===== src/rtl/sobel_core.sv =====
// Sobel edge-magnitude engine behind the frame row cache.
// Reads three-row words, writes packed 8-bit magnitudes back in raster order.
module sobel_core #(
    parameter int WIDTH  = 352,
    parameter int HEIGHT = 288,
    parameter int RD_LAT = 3
) (
    input  logic        clk,
    input  logic        rst,
    input  logic        start,
    output logic        busy,
    output logic        done,
    output logic        cache_en,
    output logic        cache_we,
    output logic [31:0] cache_di,
    input  logic [31:0] doa,
    input  logic [31:0] dob,
    input  logic [31:0] doc,
    output logic        finish
);
    localparam int WPR = WIDTH / 4;
    localparam int NW  = WPR * HEIGHT;
    localparam int CW  = $clog2(WPR);
    localparam int RW  = $clog2(HEIGHT);
    localparam int AW  = $clog2(NW + 1);
    localparam logic [CW-1:0] COL_LAST = CW'(WPR - 1);
    localparam logic [AW-1:0] RD_LAST  = AW'(NW - 1);

    localparam logic [2:0] S_IDLE  = 3'd0;
    localparam logic [2:0] S_ZTOP  = 3'd1;
    localparam logic [2:0] S_RUN   = 3'd2;
    localparam logic [2:0] S_DRAIN = 3'd3;
    localparam logic [2:0] S_ZBOT  = 3'd4;
    localparam logic [2:0] S_FIN   = 3'd5;

    logic [2:0]        state_q, state_d;
    logic              busy_q, busy_d, done_q, done_d;
    logic              en_q, en_d, we_q, we_d;
    logic              finish_q, finish_d, phase_q, phase_d;
    logic [31:0]       di_q, di_d;
    logic [CW-1:0]     zcnt_q, zcnt_d, col_q, col_d;
    logic [RW-1:0]     row_q, row_d;
    logic [AW-1:0]     rd_cnt_q, rd_cnt_d;
    logic [RD_LAT-1:0] vld_q, vld_d;
    logic [31:0]       ca_q, ca_d, cb_q, cb_d, cc_q, cc_d;
    logic [7:0]        la_q, la_d, lb_q, lb_d, lc_q, lc_d;
    logic [31:0]       ob0_q, ob0_d, ob1_q, ob1_d;
    logic [1:0]        cnt_q, cnt_d, n;
    logic              arr, in_flight, pop, frame_go, push1, push2;
    logic [31:0]       out1, out2;

    assign busy     = busy_q;
    assign done     = done_q;
    assign cache_en = en_q;
    assign cache_we = we_q;
    assign cache_di = di_q;
    assign finish   = finish_q;

    function automatic logic [11:0] px(input logic [47:0] w, input int j);
        return {4'h0, w[47-8*j -: 8]};
    endfunction

    // Windows are {left pixel, 4 pixels, right pixel}, leftmost in the MSBs.
    function automatic logic [31:0] sobel4(input logic [47:0] t,
                                           input logic [47:0] m,
                                           input logic [47:0] b);
        logic [11:0] gx, gy, ax, ay, s;
        logic [31:0] r;
        r = '0;
        for (int i = 0; i < 4; i++) begin
            gx = (px(t, i + 2) + (px(m, i + 2) << 1) + px(b, i + 2))
               - (px(t, i) + (px(m, i) << 1) + px(b, i));
            gy = (px(b, i) + (px(b, i + 1) << 1) + px(b, i + 2))
               - (px(t, i) + (px(t, i + 1) << 1) + px(t, i + 2));
            ax = gx[11] ? (12'd0 - gx) : gx;
            ay = gy[11] ? (12'd0 - gy) : gy;
            s  = ax + ay;
            r[31-8*i -: 8] = (s > 12'd255) ? 8'hFF : s[7:0];
        end
        return r;
    endfunction

    always_comb begin
        state_d  = state_q;
        busy_d   = busy_q;
        done_d   = 1'b0;
        finish_d = 1'b0;
        en_d     = 1'b0;
        we_d     = 1'b0;
        di_d     = '0;
        phase_d  = phase_q;
        zcnt_d   = zcnt_q;
        rd_cnt_d = rd_cnt_q;
        pop      = 1'b0;
        frame_go = 1'b0;
        in_flight = (|vld_q) | (en_q & ~we_q);
        unique case (state_q)
            S_IDLE: begin
                busy_d = 1'b0;
                if (start) begin
                    frame_go = 1'b1;
                    busy_d   = 1'b1;
                    zcnt_d   = '0;
                    rd_cnt_d = '0;
                    state_d  = S_ZTOP;
                end
            end
            S_ZTOP: begin
                en_d   = 1'b1;
                we_d   = 1'b1;
                zcnt_d = zcnt_q + 1'b1;
                if (zcnt_q == COL_LAST) begin
                    zcnt_d  = '0;
                    phase_d = 1'b0;
                    state_d = S_RUN;
                end
            end
            S_RUN: begin
                phase_d = ~phase_q;
                if (!phase_q) begin
                    en_d     = 1'b1;
                    rd_cnt_d = rd_cnt_q + 1'b1;
                    if (rd_cnt_q == RD_LAST) state_d = S_DRAIN;
                end else if (cnt_q != 2'd0) begin
                    en_d = 1'b1;
                    we_d = 1'b1;
                    di_d = ob0_q;
                    pop  = 1'b1;
                end
            end
            S_DRAIN: begin
                phase_d = ~phase_q;
                if (phase_q && cnt_q != 2'd0) begin
                    en_d = 1'b1;
                    we_d = 1'b1;
                    di_d = ob0_q;
                    pop  = 1'b1;
                end
                if (!in_flight && cnt_q == 2'd0) begin
                    zcnt_d  = '0;
                    state_d = S_ZBOT;
                end
            end
            S_ZBOT: begin
                en_d   = 1'b1;
                we_d   = 1'b1;
                zcnt_d = zcnt_q + 1'b1;
                if (zcnt_q == COL_LAST) begin
                    zcnt_d  = '0;
                    state_d = S_FIN;
                end
            end
            S_FIN: begin
                done_d   = 1'b1;
                finish_d = 1'b1;
                state_d  = S_IDLE;
            end
            default: state_d = S_IDLE;
        endcase
    end

    always_comb begin
        arr = vld_q[RD_LAT-1];
        vld_d[0] = en_q & ~we_q;
        for (int i = 1; i < RD_LAT; i++) vld_d[i] = vld_q[i-1];
        row_d = row_q;
        col_d = col_q;
        ca_d = ca_q;
        cb_d = cb_q;
        cc_d = cc_q;
        la_d = la_q;
        lb_d = lb_q;
        lc_d = lc_q;
        push1 = arr && (row_q >= RW'(2)) && (col_q != '0);
        push2 = arr && (row_q >= RW'(2)) && (col_q == COL_LAST);
        // out1 finishes the previous word; out2 is the row's last word.
        out1 = sobel4({la_q, ca_q, doa[31:24]},
                      {lb_q, cb_q, dob[31:24]},
                      {lc_q, cc_q, doc[31:24]});
        if (col_q == CW'(1)) out1[31:24] = 8'h00;
        out2 = sobel4({ca_q[7:0], doa, 8'h00},
                      {cb_q[7:0], dob, 8'h00},
                      {cc_q[7:0], doc, 8'h00});
        out2[7:0] = 8'h00;
        if (arr) begin
            ca_d = doa;
            cb_d = dob;
            cc_d = doc;
            la_d = ca_q[7:0];
            lb_d = cb_q[7:0];
            lc_d = cc_q[7:0];
            if (col_q == COL_LAST) begin
                col_d = '0;
                row_d = row_q + 1'b1;
            end else begin
                col_d = col_q + 1'b1;
            end
        end
        n = cnt_q;
        ob0_d = ob0_q;
        ob1_d = ob1_q;
        if (pop) begin
            ob0_d = ob1_q;
            n = n - 2'd1;
        end
        if (push1) begin
            if (n == 2'd0) ob0_d = out1;
            else ob1_d = out1;
            n = n + 2'd1;
        end
        if (push2) begin
            if (n == 2'd0) ob0_d = out2;
            else ob1_d = out2;
            n = n + 2'd1;
        end
        cnt_d = n;
        if (frame_go) begin
            row_d = '0;
            col_d = '0;
            cnt_d = 2'd0;
        end
    end

    always_ff @(posedge clk or posedge rst) begin
        if (rst) begin
            state_q  <= S_IDLE;
            busy_q   <= 1'b0;
            done_q   <= 1'b0;
            en_q     <= 1'b0;
            we_q     <= 1'b0;
            di_q     <= '0;
            finish_q <= 1'b0;
            phase_q  <= 1'b0;
            zcnt_q   <= '0;
            rd_cnt_q <= '0;
            vld_q    <= '0;
            row_q    <= '0;
            col_q    <= '0;
            ca_q     <= '0;
            cb_q     <= '0;
            cc_q     <= '0;
            la_q     <= '0;
            lb_q     <= '0;
            lc_q     <= '0;
            ob0_q    <= '0;
            ob1_q    <= '0;
            cnt_q    <= 2'd0;
        end else begin
            state_q  <= state_d;
            busy_q   <= busy_d;
            done_q   <= done_d;
            en_q     <= en_d;
            we_q     <= we_d;
            di_q     <= di_d;
            finish_q <= finish_d;
            phase_q  <= phase_d;
            zcnt_q   <= zcnt_d;
            rd_cnt_q <= rd_cnt_d;
            vld_q    <= vld_d;
            row_q    <= row_d;
            col_q    <= col_d;
            ca_q     <= ca_d;
            cb_q     <= cb_d;
            cc_q     <= cc_d;
            la_q     <= la_d;
            lb_q     <= lb_d;
            lc_q     <= lc_d;
            ob0_q    <= ob0_d;
            ob1_q    <= ob1_d;
            cnt_q    <= cnt_d;
        end
    end
endmodule


===== config.mk =====
export PLATFORM = sky130hd
export DESIGN_NAME = sobel_core
export DESIGN_NICKNAME = d
export VERILOG_FILES = /design/src/rtl/sobel_core.sv
export SDC_FILE = /design/constraint.sdc
export NUM_CORES = 2
export LEC_CHECK = 0
export ABC_AREA = 1
export CORE_MARGIN = 2
export CORE_UTILIZATION = 50
export DETAILED_ROUTE_END_ITERATION = 10
export GPL_TIMING_DRIVEN = 0
export PLACE_DENSITY = 0.79
export RECOVER_POWER = 100
export SLEW_MARGIN = 20
export SYNTH_ARGS = -nofsm -noshare
export SYNTH_HDL_FRONTEND = slang
export SYNTH_SLANG_ARGS = --single-unit

===== constraint.sdc =====
create_clock -name clk -period 12.2 [get_ports clk]
set_clock_uncertainty 0.15 [all_clocks]
set_input_delay 2.44 -clock clk [delete_from_list [all_inputs] [get_ports clk]]
set_output_delay 2.44 -clock clk [all_outputs]
set_load 0.005 [all_outputs]

==> metrics.txt <==
1st-pass router iterations=8; Fin. Hold Viols=0; dpl cell area=36100 sq um; post-route ant nets=0; WL per Instance=18.5 um; vias in the first global route=between 20000 and 30000; violations in the final reports=capacitance limit, slew limit; WP depth=35; Max Buffers Root-to-Sink=3; # DRC=0; Setup crit end kind=register; Register-to-Register Path Depth=36; Placement Setup Slack=1.41 ns; # hold bufs at CTS=0; area leader, netlist=dfrtp_1; Achievable Freq=0.0941 GHz; register area share after synthesis=19.9%; Hold Crit Depth=0; P&R area growth vs syn=10.7%; Worst-Margin Slew=4.71 ns; post-synth top area share=19.9%; fin crit share=87.1%; CTS tree=yes; Core Region=66800 sq um; setup ws final=1.57 ns; worst-path fanout max=8; Worst-path clk slew=0.05 ns; Final Max Slew Viols=roughly 210; final setup fails=0; worst setup path start=doc[17]; Worst Min Path Start=vld_q[0]; HPWL after DPL=85200 um; EDFF count, synth=0; Slew HR=-214%; die area=69300 sq um; Initial Util=50.3%; final core occ=55.7%; Setup Buffers After CTS=0; post-route cell area=37200 sq um; Tot GR Track Use=29.3%; die height=263 um; IO buf count=135; critical path's top delay family=adder cells; synth warn=0; Arr. time, crit path=around 11 ns; share of cells above drive strength 1=3.01%; Final Wtd Congestion=1.00; top post-synthesis cells by area=dfrtp_1 (20%), fa_1 (19%), ha_1 (12%); reg2reg start=ca_q[17]; CP required=between 10 and 15 ns; Buf+Inv Stages, Crit Path=8; Num CTS Buffers=34; Hold WC Path Type=register to register; critical path type=input port to register; H-Tree Depth=2; crit-path most repeated cell=inv_1; Gate Count Post-Synth=4380; Avg Cell Area, Syn=7.67 sq um; clock root cell=clkbuf_16; nets=between 5000 and 6000; Die W=263 um; worst skew pair latency=0.56 ns; Rows=95; Yosys reg bits=around 270; delay of the slowest critical-path stage=roughly 0.97 ns; vias per cell=5.46; Period minus WS final=10.63 ns; largest net degree at the start of global routing=91; Fill cells=about 6200; grt ovf=0; outcome=finished with violations; Detailed Route WL=101000 um; num ports=approximately 140; Max-Cap Viols=3; Async S/R FF share, synth=100%; Synth cell types=61; unrepaired setup endpoints after global routing=false; Post-Syn Nets=between 5000 and 6000; Vias=29800; Clock Sinks=267; setup_tns=0 ns; Post-synth top flop=dfrtp_1; DRC violation total after the first TritonRoute iteration=approximately 2700; initial antenna violation count=2; cts repair resizes=0; Worst setup SP type=input port; global-route wire length before repair=approximately 160000 um; CP max-delay cell=dlygate4sd3_1; synthesized area=33600 sq um
-- layout by cell type (no fill, tap or decap), drive strengths merged, types with 20 or more instances in the layout --
cell | synthesis | final
fa | 327 | 327
o21ai | 257 | 257
o21bai | 28 | 28
dlygate4sd3 | 0 | 135
o21a | 20 | 20
a31oi | 20 | 20
nand2 | 969 | 969
inv | 887 | 887
clkbuf | 47 | 101
xor2 | 187 | 187
a21oi | 239 | 239
ha | 313 | 313
nor2 | 289 | 289
dfrtp | 267 | 267
nand3 | 220 | 220
xnor2 | 84 | 84
nor3 | 58 | 58
nand4 | 53 | 53
-- synthesized netlist by cell type, types with 6 or more instances --
cell / n
inv_2: 18
nand2_2: 12
o21a_1: 20
nor4_1: 10
inv_1: 869
nand4_1: 50
fa_1: 327
nand3b_1: 15
nand2_1: 951
dfrtp_1: 267
ha_1: 313
buf_2: 10
xnor2_1: 83
o21ai_0: 231
nand3_1: 214
nor2_4: 10
nand3_2: 6
o21ai_1: 25
a31oi_1: 18
xor2_1: 184
o211ai_1: 13
clkbuf_1: 47
nor2_1: 275
buf_1: 6
o21bai_1: 28
a21oi_1: 233
a21o_1: 15
nor3_1: 57
-- sequential cells by signal, summed over array words and instances, names as in the netlist, 3 cells and up --
name,count
ca_q,32
cache_di,32
cb_q,32
cc_q,32
col_q,7
la_q,8
lb_q,8
lc_q,8
ob0_q,32
ob1_q,32
rd_cnt_q,15
row_q,9
state_q,3
vld_q,3
zcnt_q,7
-- routing by layer --
layer / track usage [%] / wire, um / up-vias / part of all wire, %
met3: 7.31 / 10600 / 339 / 10
met1: 37.1 / 39900 / 13900 / 39
li1: - / - / 14100 / -
met2: 46.6 / 44600 / 1406 / 44
met5: 0 / 11 / - / 0.011
met4: 15.0 / 5880 / 2 / 5.8
-- metrics by stage --
stage               std cells  hold WS [ns]
finish                   5454         0.234
global route             5452         0.243
CTS                      5452         0.234
detailed placement       5391         0.215
global placement         5388         0.217
floorplan                4380         0.204
-- cell families (layout without fill, tap and decap cells) --
family          after synthesis  count (layout)  synth area share [%]
flops                       267             267                  19.9
other cells                   0               2                     0
buf+inv                     954            1153                  10.7
fa+ha+maj                   640             640                  31.1
simple gates               1631            1631                  20.8
xor+xnor                    271             271                  7.19
compound gates              617             617                  10.3
-- final timing paths --
path	to	slack, ns
max	ob0_q[14]	1.57
min in group asynchronous	cb_q[0]	2.75
min reg2reg	vld_q[1]	0.23
min	vld_q[1]	0.23
max in group asynchronous	cache_di[26]	3.89
max reg2reg	ob1_q[31]	5.06
-- cell type report --
| type | instances | area [sq um] | area share, % |
|---|---|---|---|
| Sequential cell | 267 | 6680 | 18.0 |
| Timing Repair Buffer | 138 | 1390 | 3.73 |
| Antenna cell | 2 | 5.00 | 0.0135 |
| Tap cell | 873 | 1090 | 2.94 |
| Inverter | 888 | 3330 | 8.97 |
| Multi-Input combinational cell | 3159 | 23200 | 62.5 |
| Buffer | 66 | 263 | 0.707 |
| Clock buffer | 46 | 947 | 2.55 |
| Clock inverter | 15 | 243 | 0.653 |
Power is not shown: default switching activity piles up to over one toggle a cycle in this logic, so the estimate is an artifact.
